**src/rtl/ps2_mouse_packet_decoder.sv**
```systemverilog
// PS/2 mouse packet decoder: assembles 3-byte packets from the controller byte stream
// and publishes buttons, signed deltas and a clamped absolute cursor position.
module ps2_mouse_packet_decoder #(
    parameter int X_MAX          = 159,
    parameter int Y_MAX          = 119,
    parameter int X_INIT         = 80,
    parameter int Y_INIT         = 60,
    parameter int TIMEOUT_CYCLES = 1_000_000
) (
    input  logic               CLOCK_50,
    input  logic               resetn,
    input  logic [7:0]         received_data,
    input  logic               received_data_en,
    output logic               packet_valid,
    output logic [2:0]         buttons,
    output logic signed [8:0]  dx,
    output logic signed [8:0]  dy,
    output logic [11:0]        cursor_x,
    output logic [11:0]        cursor_y,
    output logic               sync_err
);

    localparam int TW = $clog2(TIMEOUT_CYCLES + 1);

    typedef enum logic [1:0] {S_B0, S_B1, S_B2} state_t;

    state_t         state, state_nxt;
    logic           ack_pending;
    logic [TW-1:0]  timer;
    logic           timeout;
    logic           take_ack, take_bad, take_hdr, take_x, take_y;

    // Header bits kept: {y_ovf, x_ovf, y_sign, x_sign, buttons[2:0]}
    logic [6:0]     hdr_p0;
    logic [7:0]     xbyte_p0;
    logic [7:0]     ybyte_p0;
    logic           vld_p0;

    logic signed [8:0]  dx_nxt, dy_nxt;
    logic signed [12:0] sum_x, sum_y;

    function automatic logic [11:0] clamp_pos(input logic signed [12:0] v, input int max);
        if (v < 13'sd0)
            return 12'd0;
        else if (int'(v) > max)
            return 12'(max);
        else
            return v[11:0];
    endfunction

    assign timeout = (state != S_B0) && !received_data_en && (timer == TW'(TIMEOUT_CYCLES));

    always_ff @(posedge CLOCK_50 or negedge resetn) begin
        if (!resetn)
            state <= S_B0;
        else
            state <= state_nxt;
    end

    always_comb begin
        state_nxt = state;
        case (state)
            S_B0: if (take_hdr) state_nxt = S_B1;
            S_B1: if (received_data_en) state_nxt = S_B2;
                  else if (timeout) state_nxt = S_B0;
            S_B2: if (received_data_en || timeout) state_nxt = S_B0;
            default: state_nxt = S_B0;
        endcase
    end

    always_comb begin
        take_ack = 1'b0;
        take_bad = 1'b0;
        take_hdr = 1'b0;
        take_x   = 1'b0;
        take_y   = 1'b0;
        case (state)
            S_B0: if (received_data_en) begin
                // The controller's ACK to the enable command arrives once before data
                if (received_data == 8'hFA && ack_pending)
                    take_ack = 1'b1;
                else if (!received_data[3])
                    take_bad = 1'b1;
                else
                    take_hdr = 1'b1;
            end
            S_B1: take_x = received_data_en;
            S_B2: take_y = received_data_en;
            default: ;
        endcase
    end

    always_ff @(posedge CLOCK_50 or negedge resetn) begin
        if (!resetn) begin
            ack_pending <= 1'b1;
            timer       <= '0;
            sync_err    <= 1'b0;
            vld_p0      <= 1'b0;
        end else begin
            if (take_ack || take_hdr)
                ack_pending <= 1'b0;
            if (received_data_en || state == S_B0 || timeout)
                timer <= '0;
            else if (timer != TW'(TIMEOUT_CYCLES))
                timer <= timer + TW'(1);
            sync_err <= take_bad || timeout;
            vld_p0   <= take_y;
        end
    end

    // Stage p0: capture packet bytes
    always_ff @(posedge CLOCK_50) begin
        if (take_hdr)
            hdr_p0 <= {received_data[7:4], received_data[2:0]};
        if (take_x)
            xbyte_p0 <= received_data;
        if (take_y)
            ybyte_p0 <= received_data;
    end

    assign dx_nxt = hdr_p0[5] ? 9'sd0 : $signed({hdr_p0[3], xbyte_p0});
    assign dy_nxt = hdr_p0[6] ? 9'sd0 : $signed({hdr_p0[4], ybyte_p0});
    assign sum_x  = $signed({1'b0, cursor_x}) + $signed({{4{dx_nxt[8]}}, dx_nxt});
    assign sum_y  = $signed({1'b0, cursor_y}) - $signed({{4{dy_nxt[8]}}, dy_nxt});

    // Stage p1: publish decoded packet and move the cursor
    always_ff @(posedge CLOCK_50 or negedge resetn) begin
        if (!resetn) begin
            packet_valid <= 1'b0;
            buttons      <= 3'd0;
            dx           <= 9'sd0;
            dy           <= 9'sd0;
            cursor_x     <= 12'(X_INIT);
            cursor_y     <= 12'(Y_INIT);
        end else begin
            packet_valid <= vld_p0;
            if (vld_p0) begin
                buttons  <= hdr_p0[2:0];
                dx       <= dx_nxt;
                dy       <= dy_nxt;
                cursor_x <= clamp_pos(sum_x, X_MAX);
                cursor_y <= clamp_pos(sum_y, Y_MAX);
            end
        end
    end

endmodule
```
**config.mk**
```make
export PLATFORM = sky130hd
export DESIGN_NAME = ps2_mouse_packet_decoder
export DESIGN_NICKNAME = d
export VERILOG_FILES = /design/src/rtl/ps2_mouse_packet_decoder.sv
export SDC_FILE = /design/constraint.sdc
export NUM_CORES = 1
export LEC_CHECK = 0
export CAP_MARGIN = 15
export CORE_MARGIN = 2
export CORE_UTILIZATION = 61
export DETAILED_ROUTE_END_ITERATION = 7
export PLACE_DENSITY_LB_ADDON = 0.08
export REMOVE_ABC_BUFFERS = 1
export SLEW_MARGIN = 20
export SYNTH_ARGS = -nofsm -noshare
export SYNTH_HDL_FRONTEND = slang
export SYNTH_SLANG_ARGS = --single-unit
export TNS_END_PERCENT = 50
```
**constraint.sdc**
```tcl
create_clock -name CLOCK_50 -period 6.6 [get_ports CLOCK_50]
set_input_delay 0.66 -clock CLOCK_50 [delete_from_list [all_inputs] [get_ports CLOCK_50]]
set_output_delay 0.66 -clock CLOCK_50 [all_outputs]
set_load 0.01 [all_outputs]
```
==> impl_summary.md <==
Clock network
In this run the number of H-tree levels came out at 3. TritonCTS built the clock tree. The number of clock sinks seen by CTS is 94.

The cts-stage hold buffer count is 0. The CTS buffer count is 9. In this run, post-CTS repair resized a total of 0 instances. At the later pin of the worst-skew pair, clock insertion delay measures 0.36 ns. The total setup buffers inserted after CTS is 0. The buffer type at the clock tree root is clkbuf_8. The buffer depth of the longest clock path is 2.

The clock slew seen by the registers of the worst setup and hold paths is approximately 0.10 ns.

STA
After routing, the total negative slack on setup checks comes to 0 ns. The count of endpoints failing hold in the final timing report is 0. The final count of negative-setup-slack endpoints is 0. The maximum operating frequency is about 320 MHz.

The worst slew margin relative to its limit is 38.2%. Setup repair after global routing left no endpoint under its margin. The transition at the pin with the smallest max-transition slack is just over 0.9 ns. Dividing the final minimum period by the clock period gives approximately 47%.

The setup skew after layout is 0.0130 ns. Subtracting the final worst setup slack from the clock period gives 3.12 ns. The number of pins exceeding their max-slew limit in the final report was 0.

Setup path
The endpoint identified for the worst register-to-register timing path is cursor_x[0]. The worst setup path is launched from a flop. The peak per-stage delay on the critical path is ~0.5 ns. Measured in cells, the most critical reg-to-reg path has a length of 11.

The arrival time of the worst setup path is approximately 3.4 ns. The type of destination of the critical path is a flop. For the worst setup path, the data required time is 6.85 ns. The worst setup slack for register-to-register paths is around 3.5 ns. The type of the worst setup path is flop to flop.

The origin of the critical flop-to-flop path is hdr_p0[5]. The slowest cell on the critical path is edfxtp_1. The critical path startpoint is hdr_p0[5]. The critical path goes through nor2b_1 -> ha_1 -> inv_1 -> fa_1 -> nand2b_1 -> a211oi_2 -> nor2_1 -> a31oi_1 -> xor2_2 -> nand4b_4 -> o221a_1. Of all nets on the critical path, the largest fanout is 9. The endpoint of the worst setup timing path is cursor_x[0].

Final layout
The final net count is ~570. Leaving out filler cells and counting taps, the final layout contains 639. The number of fillers in the final layout is 587. The commonest non-fill, non-tap cell in the layout is dfrtp_1. The register area is 0.00248 mm2.

The top cell types in the final layout, fill and taps aside, are 64 x dfrtp_1, 56 x clkdlybuf4s50_1, 51 x nor2_1. Summing all multi-input logic gate instances after layout gives ~0.0025 mm2. The synthesis-to-layout area growth is 17.4%. The fraction of layout instances using a drive strength above 1 is slightly above 10%. The number of antenna diodes in the final layout is 0.

Logic synthesis
Synthesis produced roughly 470 cells. After synthesis, flip-flops and latches occupy 48.8% of the total area. The number of flops mapped to enable cells by yosys is 23. By area the synthesized netlist is led by dfrtp_1 32%, edfxtp_1 14%, ha_1 5.9%.

The largest total area in the synthesized netlist belongs to dfrtp_1. The average instance in the mapped netlist occupies roughly 11 um2. The top cell type's share of synthesized area is between 30% and 40%.

After synthesis the netlist holds a flip-flop and latch count of 94. For this run, the leading register cell type out of synthesis is dfrtp_1. The number of library cell types mapped by synthesis is 74. Counting flops with an async set or reset pin after synthesis yields a share of between 70% and 80%.

Summing every instance area after synthesis gives a little over 0.005 mm2. The Yosys warning count is 0.

Global route
The number of global-route vias before repair is 3698. The total overflow left after global routing is 0. The first global-routing pass estimated around 18 mm of wire. The initial antenna violation count was 0. The maximum number of pins on one net before global-route repair is just over 70. For this run, the total global-route usage over all layers was measured as 25.2%.

Die
The die footprint is 0.00907 mm2. between 50 and 60 I/O pins were placed. In this run the horizontal extent of the chip is around 95 um. The vertical extent of the die is between 90 and 100 um. Once the floorplan was initialized, standard cells occupied ~62% of the core. The core region is just over 0.008 mm2. Row generation in the floorplan step produced 33 rows.

Min path
The class of the most critical hold timing path is flop to flop.

Route
The via count of the routed design is 3790. The routed length per placed instance is between 15 and 20 um. The ratio of routed vias to standard cells is between 5 and 6. The detailed router's first-iteration violation count is about 180.

The detailed-routing iteration count for the pre-antenna-repair pass is 4. The total wire length is roughly 11 mm. The number of nets with antenna violations after detailed routing is 0. After detailed routing, the number of remaining DRC violations is 0.

Place
The final HPWL from detailed placement is about 7.6 mm. The post-placement cell count is 623. The weighted congestion at the end of routability-driven global placement is between 0.8 and 0.9. Input and output buffers added on the ports amount to 57.

Job
Max-cap violations in this run came to 0.

Power and ir drop
The largest vdd supply drop is 0.000170 V. Summed over all cells, the static leakage comes to 2.45 nW. Summing internal, switching and leakage power gives 2.12 mW. For this design the ratio of total power to cell area is 355 mW/mm2.

Run status
The run finished with clean final reports.
[sequential cells by signal, summed over array words and instances, names as in the netlist]
register and cells:
timer 20, xbyte_p0 8, dy 9, cursor_x 12
packet_valid 1, dx 9, sync_err 1, vld_p0 1
cursor_y 12, ybyte_p0 8, ack_pending 1, hdr_p0 7
buttons 3, state 2
[power by group]
part / total [mW] / switching, mW / leakage (nW) / internal [mW]
clock: 0.436 / 0.216 / 0.117 / 0.220
sequential: 0.805 / 0.0828 / 1.13 / 0.722
combinational: 0.877 / 0.438 / 1.21 / 0.439
[kinds of logic after synthesis]
| family | share of synthesized area [%] |
|---|---|
| AOI/OAI and AO/OA | 13.4 |
| xor gates and xnor gates | 5.15 |
| DFF | 48.8 |
| adders and majority gates | 6.70 |
| and+or+nand+nor | 19.5 |
| muxes | 3.55 |
| buffers and inverters | 2.93 |
[worst min path at each step]
stage / start / endpoint / slack (ns) / cells after the start
floorplan: resetn / buttons[0] / 0.36 / 0
global placement: dy[3] / dy[3] / 0.47 / 2
detailed placement: hdr_p0[0] / buttons[0] / 0.47 / 1
CTS: dy[5] / dy[5] / 0.50 / 2
global route: cursor_x[6] / cursor_x[6] / 0.52 / 2
finish: cursor_x[6] / cursor_x[6] / 0.50 / 2
[critical path, delay by kind of cell, from the launching register on]
family                   cells  cell delay (ns)
flip-flops                   1             0.51
buffers and inverters        1             0.06
AND/OR/NAND/NOR              4             0.69
AO/OA/AOI/OAI                3             0.90
XOR/XNOR                     1             0.23
adder cells (fa/ha/maj)      2             0.61
[stage by stage]
step	worst slack, ns	hold WS, ns	cell area [um2]	utilization [%]
3_5_place_dp	3.49	0.465	5730	70.5
6_report	3.48	0.497	5960	73.3
3_3_place_gp	3.65	0.466	5730	70.5
4_1_cts	3.48	0.499	5960	73.3
5_1_grt	3.24	0.521	5960	73.3
2_1_floorplan	3.85	0.364	5020	-
[routing by layer]
layer | vias to the layer above | routed length [um] | GRT usage, %
li1 | 1814 | - | -
met1 | 1861 | 4720 | 33.8
met2 | 98 | 5320 | 41.5
met3 | 17 | 388 | 3.72
met4 | 0 | 192 | 9.78
met5 | - | 0 | 0
[cell type report]
type	instances	area share [%]
Timing Repair Buffer	59	9.74
Clock inverter	7	1.70
Clock buffer	9	2.08
Sequential cell	94	41.5
Inverter	25	1.57
Multi-Input combinational cell	340	41.2
Tap cell	105	2.20
[cells in the mapped netlist, types with 3 or more instances]
cell type / count
o211ai_1: 3
a21oi_1: 8
o21ai_0: 16
dfstp_2: 7
nor2_1: 51
o221a_1: 5
and3_1: 6
or2_2: 3
o31ai_1: 4
nand3b_1: 4
o21ai_1: 4
xnor2_1: 16
nand2b_1: 16
nand4_1: 9
o31a_1: 3
ha_1: 24
o21a_1: 3
xor2_1: 12
dfrtp_1: 64
a21o_1: 4
nand3_1: 16
nor3b_1: 4
a311oi_1: 6
nor3_1: 9
clkbuf_1: 8
nor2b_1: 22
nand2_1: 19
nor4_1: 3
inv_1: 24
a211oi_1: 5
edfxtp_1: 23
and2_1: 4
mux2_2: 14
Power figures use the tool's default switching activity.
